<file path="config.mk">
export PLATFORM = sky130hd
export DESIGN_NAME = dm_arbiter
export DESIGN_NICKNAME = d
export VERILOG_FILES = /design/src/rtl/dm_arb_pkg.sv /design/src/rtl/rr_arb2.sv /design/src/rtl/dm_arbiter.sv
export SDC_FILE = /design/constraint.sdc
export NUM_CORES = 1
export LEC_CHECK = 0
export CELL_PAD_IN_SITES_DETAIL_PLACEMENT = 0
export CELL_PAD_IN_SITES_GLOBAL_PLACEMENT = 1
export CORE_UTILIZATION = 26
export DETAILED_ROUTE_END_ITERATION = 6
export HOLD_SLACK_MARGIN = 0.1
export PLACE_DENSITY = 0.9
export SLEW_MARGIN = 10
export SYNTH_ARGS = -nofsm -noshare
export SYNTH_HDL_FRONTEND = slang
export SYNTH_SLANG_ARGS = --single-unit
</file>
<file path="constraint.sdc">
create_clock -name clk -period 1.8 [get_ports clk]
set_input_delay 0.54 -clock clk [delete_from_list [all_inputs] [get_ports clk]]
set_output_delay 0.54 -clock clk [all_outputs]
set_load 0.02 [all_outputs]
</file>
<file path="src/rtl/dm_arb_pkg.sv">
// Shared types and constants for the data-memory arbiter.
// Optional alignment checking is enabled by defining DM_ARB_ALIGN_CHECK_EN.
package dm_arb_pkg;

  typedef enum logic [1:0] {
    IDLE   = 2'd0,
    ACCESS = 2'd1,
    DONE   = 2'd2
  } state_e;

  localparam logic MST_CPU = 1'b0;
  localparam logic MST_AUX = 1'b1;

  // A word access is misaligned when either byte-offset bit is set
  function automatic logic is_misaligned(input logic [1:0] byte_off);
    return byte_off != 2'b00;
  endfunction

endpackage

</file>
<file path="src/rtl/rr_arb2.sv">
// Combinational two-way round-robin picker. On a tie the master that did
// not win last time is chosen, so continuous contention alternates grants.
module rr_arb2
  import dm_arb_pkg::*;
(
  input  logic [1:0] req,
  input  logic       last_gnt,
  output logic       gnt_valid,
  output logic       gnt_id
);

  // Pick a winner among the active requests, favouring the one not served last
  always_comb begin
    gnt_valid = 1'b0;
    gnt_id    = MST_CPU;
    case (req)
      2'b01: begin
        gnt_valid = 1'b1;
        gnt_id    = MST_CPU;
      end
      2'b10: begin
        gnt_valid = 1'b1;
        gnt_id    = MST_AUX;
      end
      2'b11: begin
        gnt_valid = 1'b1;
        gnt_id    = ~last_gnt;
      end
      default: begin
        gnt_valid = 1'b0;
        gnt_id    = MST_CPU;
      end
    endcase
  end

endmodule

</file>
<file path="src/rtl/dm_arbiter.sv">
// Two-master scheduler in front of the single-port data memory.
// Each granted request takes IDLE -> ACCESS -> DONE: the memory is driven for
// one cycle in ACCESS and the winner sees a one-cycle ack in DONE.
// Define DM_ARB_ALIGN_CHECK_EN to reject misaligned accesses with err=1.
module dm_arbiter
  import dm_arb_pkg::*;
#(
  parameter int DATA_W      = 32,
  parameter int WORD_IDX_HI = 11
) (
  input  logic              clk,
  input  logic              reset,

  input  logic              m0_req,
  input  logic              m0_we,
  input  logic [DATA_W-1:0] m0_addr,
  input  logic [DATA_W-1:0] m0_wdata,
  input  logic [DATA_W-1:0] m0_pc,
  output logic              m0_ack,
  output logic [DATA_W-1:0] m0_rdata,
  output logic              m0_err,

  input  logic              m1_req,
  input  logic              m1_we,
  input  logic [DATA_W-1:0] m1_addr,
  input  logic [DATA_W-1:0] m1_wdata,
  input  logic [DATA_W-1:0] m1_pc,
  output logic              m1_ack,
  output logic [DATA_W-1:0] m1_rdata,
  output logic              m1_err,

  output logic              dm_we,
  output logic [DATA_W-1:0] dm_addr,
  output logic [DATA_W-1:0] dm_din,
  output logic [DATA_W-1:0] dm_wpc,
  input  logic [DATA_W-1:0] dm_dout,

  output logic              busy,
  output logic              gnt_id
);

  if (WORD_IDX_HI < 2 || WORD_IDX_HI >= DATA_W) begin : g_bad_cfg
    $error("dm_arbiter: WORD_IDX_HI must lie in [2, DATA_W-1]");
  end

  state_e            state_q, state_d;
  logic              last_gnt_q, last_gnt_d;
  logic              gnt_id_q, gnt_id_d;
  logic              req_we_q, req_we_d;
  logic [DATA_W-1:0] req_addr_q, req_addr_d;
  logic [DATA_W-1:0] req_wdata_q, req_wdata_d;
  logic [DATA_W-1:0] req_pc_q, req_pc_d;
  logic [DATA_W-1:0] rdata_q, rdata_d;

  logic              misalign;
`ifdef DM_ARB_ALIGN_CHECK_EN
  logic              misalign_q, misalign_d;
  assign misalign = misalign_q;
`else
  assign misalign = 1'b0;
`endif

  logic              arb_valid;
  logic              arb_id;
  logic              sel_we;
  logic [DATA_W-1:0] sel_addr;
  logic [DATA_W-1:0] sel_wdata;
  logic [DATA_W-1:0] sel_pc;
  logic              in_access;
  logic              in_done;

  rr_arb2 u_rr_arb2 (
    .req       ({m1_req, m0_req}),
    .last_gnt  (last_gnt_q),
    .gnt_valid (arb_valid),
    .gnt_id    (arb_id)
  );

  assign sel_we    = (arb_id == MST_AUX) ? m1_we    : m0_we;
  assign sel_addr  = (arb_id == MST_AUX) ? m1_addr  : m0_addr;
  assign sel_wdata = (arb_id == MST_AUX) ? m1_wdata : m0_wdata;
  assign sel_pc    = (arb_id == MST_AUX) ? m1_pc    : m0_pc;

  // Sequence one access at a time: latch the winner in IDLE, capture read data in ACCESS
  always_comb begin
    state_d     = state_q;
    last_gnt_d  = last_gnt_q;
    gnt_id_d    = gnt_id_q;
    req_we_d    = req_we_q;
    req_addr_d  = req_addr_q;
    req_wdata_d = req_wdata_q;
    req_pc_d    = req_pc_q;
    rdata_d     = rdata_q;
`ifdef DM_ARB_ALIGN_CHECK_EN
    misalign_d  = misalign_q;
`endif
    case (state_q)
      IDLE: begin
        if (arb_valid) begin
          state_d     = ACCESS;
          gnt_id_d    = arb_id;
          last_gnt_d  = arb_id;
          req_we_d    = sel_we;
          req_addr_d  = sel_addr;
          req_wdata_d = sel_wdata;
          req_pc_d    = sel_pc;
`ifdef DM_ARB_ALIGN_CHECK_EN
          misalign_d  = is_misaligned(sel_addr[1:0]);
`endif
        end
      end
      ACCESS: begin
        state_d = DONE;
        if (misalign) begin
          rdata_d = '0;
        end else if (!req_we_q) begin
          rdata_d = dm_dout;
        end
      end
      DONE: begin
        state_d = IDLE;
      end
      default: begin
        state_d = IDLE;
      end
    endcase
  end

  // State and request registers; reset abandons any in-flight access
  always_ff @(posedge clk) begin
    if (reset) begin
      state_q     <= IDLE;
      last_gnt_q  <= MST_AUX;
      gnt_id_q    <= MST_CPU;
      req_we_q    <= 1'b0;
      req_addr_q  <= '0;
      req_wdata_q <= '0;
      req_pc_q    <= '0;
      rdata_q     <= '0;
`ifdef DM_ARB_ALIGN_CHECK_EN
      misalign_q  <= 1'b0;
`endif
    end else begin
      state_q     <= state_d;
      last_gnt_q  <= last_gnt_d;
      gnt_id_q    <= gnt_id_d;
      req_we_q    <= req_we_d;
      req_addr_q  <= req_addr_d;
      req_wdata_q <= req_wdata_d;
      req_pc_q    <= req_pc_d;
      rdata_q     <= rdata_d;
`ifdef DM_ARB_ALIGN_CHECK_EN
      misalign_q  <= misalign_d;
`endif
    end
  end

  assign in_access = (state_q == ACCESS);
  assign in_done   = (state_q == DONE);

  assign dm_we   = in_access && req_we_q && !misalign;
  assign dm_addr = in_access ? req_addr_q  : '0;
  assign dm_din  = in_access ? req_wdata_q : '0;
  assign dm_wpc  = in_access ? req_pc_q    : '0;

  assign m0_ack   = in_done && (gnt_id_q == MST_CPU);
  assign m1_ack   = in_done && (gnt_id_q == MST_AUX);
  assign m0_rdata = rdata_q;
  assign m1_rdata = rdata_q;
  assign m0_err   = m0_ack && misalign;
  assign m1_err   = m1_ack && misalign;

  assign busy   = (state_q != IDLE);
  assign gnt_id = gnt_id_q;

endmodule

</file>
* Word level (Yosys, flattened, before mapping) *
Cells that the tools add are included.
Widths: inputs -> output; s select.

storage, ports and cells
  logic and storage cells = 36
  output and inout bits = 167
  input port bits = 230
  bits in registers = 133

cells by class
  bitwise gates (word level) = 3
  reductions and logical operators = 8
  equal/unequal tests = 6
  muxes and demuxes = 11

operators by type and width
  operator            count
  $mux 32             6
  $eq 2x2->1 const B  3
  $eq 2x1->1 const B  2
  $pmux 2 s2          1
  $reduce_and 2->1    2
  $logic_and 1x1->1   3
  $not 1->1           3
  $reduce_or 3->1     1
  $logic_not 2->1     1
  $mux 1              2
  $mux 2              1
  $ne 2x2->1 const B  1
  $pmux 1 s2          1
  $reduce_bool 2->1   1

* Logic depth before layout (Yosys ltp) *
  word-level depth = 5
  gate-level depth with buffers = 6
  mapped depth without buffers = 4

* Cells and area by module *
Synthesis repeated with hierarchy kept, for this count alone.

second synthesis, totals
  cell total of the unflattened synthesis = 628
  area total of the unflattened synthesis = 6234.7 um2

modules (own cells, without submodules)
  module      sequential area each (um2)  area an instance (um2)  times used  cells each
  dm_arbiter  2662.6                      6221.0                  1           626
  rr_arb2     0.0                         13.8                    1           2

* Worst setup path after synthesis *
No wires, ideal clock.

  path kind = flip-flop to output port
  start point = register state_q[0]
  end point = output dm_wpc[11]
  buffers on the path = 3
  data required time = 1.260 ns
  slack = 0.088 ns
  arrival = 1.172 ns
  cell stages (with the launch flop) = 6
  path through = dfxtp_1 -> nor2b_1 -> buf_2 -> buf_2 -> clkbuf_2 -> and2_1

between the ends
  longest elaborated chain between the ends = 2

ends and longest elaborated chain
  what                    line               RTL
  from (decl)             dm_arbiter.sv:46   state_e state_q, state_d;
  from (signal assigned)  dm_arbiter.sv:144  state_q <= state_d;
  $eq 2x1->1              dm_arbiter.sv:158  assign in_access = (state_q == ACCESS);
  $mux 32                 dm_arbiter.sv:164  assign dm_wpc = in_access ? req_pc_q : '0;
  to (decl)               dm_arbiter.sv:35   output logic [DATA_W-1:0] dm_wpc,

No other way between the ends.

* Worst setup path after layout *
  start point = register state_q[0]
  end point = output dm_din[26]

between the ends
  longest elaborated chain between the ends = 2

ends and longest elaborated chain
  what        line               RTL
  $eq 2x1->1  dm_arbiter.sv:158
  $mux 32     dm_arbiter.sv:163  assign dm_din = in_access ? req_wdata_q : '0;
  to (decl)   dm_arbiter.sv:34   output logic [DATA_W-1:0] dm_din,

No other way between the ends.

==> qor_table.md <==
| Quantity | Reported |
| --- | --- |
| Run status | finished, violations left |
| Violations in the final reports | setup timing |
| Number of sinks handled by clock tree synthesis | 133 |
| Switching share of power | 31.2% |
| Final number of max-transition violations | 0 |
| Worst Setup Path Type | reg -> out |
| Final cycle utilization of the critical path | 117% |
| Number of buffers on the longest clock path | 2 |
| Path category of the worst min-delay check | reg -> reg |
| Dominant cell type by area after synthesis | sky130_fd_sc_hd__dfxtp_1 |
| Effective utilization at floorplan | 26.8% |
| Most frequent cells in the layout | sky130_fd_sc_hd__nand2_1, sky130_fd_sc_hd__clkdlybuf4s50_1, sky130_fd_sc_hd__dfxtp_1 |
| Synth cell types | 27 |
| Data arrival time of the critical path | 1570 ps |
| Post-DP HPWL | 18.5 mm |
| P per Cell Area | 825 nW/um2 |
| Combined buffer and inverter count along the critical path | 4 |
| DRC | 0 |
| Cells taking the most area after synthesis | sky130_fd_sc_hd__dfxtp_1, sky130_fd_sc_hd__nand2_1, sky130_fd_sc_hd__a21oi_1 |
| Global-route track usage on met3 | 5.48% |
| Fraction of final layout cells sized beyond drive strength 1 | 24.0% |
| CTS H-tree lvls | 4 |
| Overall power consumption | 9.89 mW |
| IO Count | 397 |
| Largest family of logic cells by synthesized area | compound AO/OA/AOI/OAI gates |
| Most used cell along the critical path | sky130_fd_sc_hd__buf_12 |
| Total grt overflow | 0 |
| Int Power | 6.81 mW |
| Proportion of power drawn by the clock network | 37.0% |
| RSZ-0062 raised after global routing | yes |
| Simple-gate portion of the synthesized area | 24.5% |
| Max rail drop VDD | 0.446 mV |
| Post-route setup slack | -309 ps |
| Antenna-violating nets left | 0 |
| Seq/Total Area, Yosys | 39.1% |
| Highest achievable clock rate | 0.474 GHz |
| Warning count from the yosys run | 0 |
| Number of fill cells | 2516 |
| Final core utilization | 47.2% |
| Start point of the critical path | state_q[0] |
| Setup TNS | -25080 ps |
| Number of buffers inserted for hold repair after clock tree synthesis | 0 |
| Count of buffers from port buffering | 394 |
| Highest net fanout along the worst path | 8 |
| Clock tree from TritonCTS | yes |
| Routing usage on met1 | 23.4% |
| Worst setup slack before clock tree synthesis | -378 ps |
| Synthesis-stage register bit count | 133 |
| Cell area after synthesis | 6810 um2 |
| Adder-cell share of the synthesized area | 0% |
| Pin count of the biggest net entering global routing | 50 |
| Top-area cell type share of the netlist area | 39.1% |
| Worst setup EP type | output pin |
| 1st-iter DRT viols | 490 |
| Setup-violating endpoint count in the final report | 100 |
| Setup slack, reg-to-reg | 100 ps |
| FF-to-FF Start | state_q[0] |
| Cell chain of the critical path | nor2b_4, buf_12, buf_12, buf_12, and2_4, buf_6 |
| Final hold violation count | 0 |
| Antenna violations before repair | 4 |
| Share of synthesized area spent on multiplexers | 0% |
| Mapped Avg Cell Area | 7.95 um2 |
| Vias in the first global route | 7391 |
| Synth-to-layout area growth | 76.1% |
| GRT Resource Usage Total | 20.2% |
| Number of instances in the synthesized netlist | 856 |
| Chip Height | 164 um |
| Most common library cell in the layout ignoring fill and taps | sky130_fd_sc_hd__nand2_1 |
| Leakage component of the power | 5.04 nW |
| NetSw | 3.08 mW |
| Clock skew | 9.20 ps |
| Library cell contributing the largest single delay on the critical path | sky130_fd_sc_hd__dfxtp_2 |
| Area of the die | 26800 um2 |
| Routability congestion estimate from global placement | 0.805 |
| Xor/xnor cell area share of the yosys netlist | 0% |
| Proportion of power drawn by combinational gates | 28.1% |
| Worst-Skew Late Latency | 420 ps |
| Layout Nets | 1426 |
| Max_cap viols | 0 |
| Worst r2r dst | req_addr_q[2] |
| Global-route wire length before repair | 41.6 mm |
| Routed len/inst | 18.3 um |
| Cell family contributing the most delay on the critical path | buffers and inverters |
| Buffer cell driving the clock tree root | sky130_fd_sc_hd__clkbuf_16 |
| Tightest hold margin | 463 ps |
| Largest stage delay on the critical path | 330 ps |
| Critical path launch point type | flop |
| Cell row count | 58 |
| Clock buffers created by TritonCTS | 17 |
| Detailed Routing Iterations Pass 1 | 4 |
| Post-synthesis compound-gate area fraction | 25.3% |
| Aggregate routed wire length | 28.1 mm |
| Total core area | 25400 um2 |
| Register-to-Register Path Depth | 8 |
| Clock-pin slew on the worst setup and hold paths | 70 ps |
| Final critical delay including setup and external delays | 2110 ps |
| Hold path startpoint | m0_rdata[10] |
| Flop pwr share | 34.9% |
| Required time of the worst setup path | 1260 ps |
| Overall via count from detail_route | 7444 |
| Hold Path Sink | m0_rdata[10] |
| Vias/cell | 4.83 |
| Die Wd | 164 um |
| Number of cells traversed by the worst hold path | 2 |
| Met2 Use GR | 35.6% |
| Routing layer with the top usage in global route | met2 |
## cell usage after synthesis
| library cell | n |
|---|---|
| sky130_fd_sc_hd__nand2_1 | 260 |
| sky130_fd_sc_hd__dfxtp_1 | 133 |
| sky130_fd_sc_hd__a21oi_1 | 130 |
| sky130_fd_sc_hd__and2_1 | 97 |
| sky130_fd_sc_hd__a311oi_1 | 67 |
| sky130_fd_sc_hd__buf_4 | 44 |
| sky130_fd_sc_hd__buf_2 | 43 |
| sky130_fd_sc_hd__a311oi_2 | 30 |
| sky130_fd_sc_hd__clkbuf_1 | 22 |
| sky130_fd_sc_hd__buf_6 | 9 |
| sky130_fd_sc_hd__nor2b_1 | 3 |
| sky130_fd_sc_hd__clkbuf_2 | 2 |
| sky130_fd_sc_hd__nor2_1 | 2 |
| sky130_fd_sc_hd__a21bo_1 | 1 |
| sky130_fd_sc_hd__a21boi_2 | 1 |
| sky130_fd_sc_hd__a221o_1 | 1 |
| sky130_fd_sc_hd__and3b_1 | 1 |
| sky130_fd_sc_hd__buf_1 | 1 |
| sky130_fd_sc_hd__conb_1 | 1 |
| sky130_fd_sc_hd__inv_2 | 1 |
| sky130_fd_sc_hd__nor2_4 | 1 |
| sky130_fd_sc_hd__nor3_1 | 1 |
| sky130_fd_sc_hd__nor3b_1 | 1 |
| sky130_fd_sc_hd__nor3b_2 | 1 |
| sky130_fd_sc_hd__o21ai_0 | 1 |
| sky130_fd_sc_hd__or2_1 | 1 |
| sky130_fd_sc_hd__or3b_1 | 1 |
## layout make-up
class | instances | area (um2) | share of cell area, %
repair buffers | 441 | 4670 | 39.0
inverters | 1 | 6.26 | 0.0522
diodes | 2 | 5.00 | 0.0417
multi-input cells | 602 | 3620 | 30.2
flip-flops and latches | 133 | 2670 | 22.2
clock inverters | 14 | 165 | 1.38
clock buffers | 18 | 439 | 3.66
well taps | 330 | 413 | 3.44
## worst register-to-register path: cells and delay by family, from the launching register on
kind,cells,cell delay [ps]
and+or+nand+nor,1,140
buffers and inverters,5,760
AOI/OAI and AO/OA,2,410
DFF,1,320
## worst max path at each step
| stage | end | slack (ps) | cells after the start |
|---|---|---|---|
| final | dm_din[26] | -310 | 6 |
| after global routing | dm_din[26] | -360 | 6 |
| after CTS | dm_wpc[24] | -350 | 6 |
| after detailed placement | req_addr_q[3] | -380 | 5 |
| after global placement | req_addr_q[3] | -330 | 5 |
| after floorplan | dm_wpc[11] | 90 | 5 |
## power groups by stage
| stage | clock network, mW | registers, mW | logic (mW) |
|---|---|---|---|
| finish | 3.66 | 3.45 | 2.78 |
| global route | 3.90 | 3.48 | 2.99 |
| CTS | 3.76 | 3.44 | 2.74 |
| detailed placement | 0 | 3.49 | 2.57 |
| global placement | 0 | 3.49 | 2.54 |
| floorplan | 0 | 3.49 | 1.34 |
## flip-flops by register name (all words and copies together) (netlist names)
signal	count
m0_rdata	32
req_addr_q	32
req_pc_q	32
req_wdata_q	32
state_q	2
gnt_id	1
last_gnt_q	1
req_we_q	1
## repair_timing
| item | 4_1_cts | 5_1_grt |
|---|---|---|
| resized for setup | 686 | 61 |
| cloned | 6 | 1 |
| endpoints found under the setup margin | 165 | 117 |
| buffers inserted | 8 | 2 |
| pin swaps | 13 | 13 |
## kinds of logic (layout without fill, tap and decap cells)
family,Yosys count,in the layout
simple gates,369,369
buf+inv,122,474
compound gates,231,231
other cells,1,4
flops,133,133
## per-layer routing
metal  routed length [um]  share of wire (%)
met1                11200                 40
met2                14100                 50
met3                 2230                7.9
met4                  575                2.0
met5                   13              0.046
## stage by stage
| stage | instance area (um2) | std cells |
|---|---|---|
| floorplan | 6810 | 857 |
| global placement | 10900 | 1492 |
| detailed placement | 10900 | 1492 |
| CTS | 11800 | 1538 |
| global route | 12000 | 1541 |
| finish | 12000 | 1541 |
No activity file was read; power rests on OpenSTA's default activity.
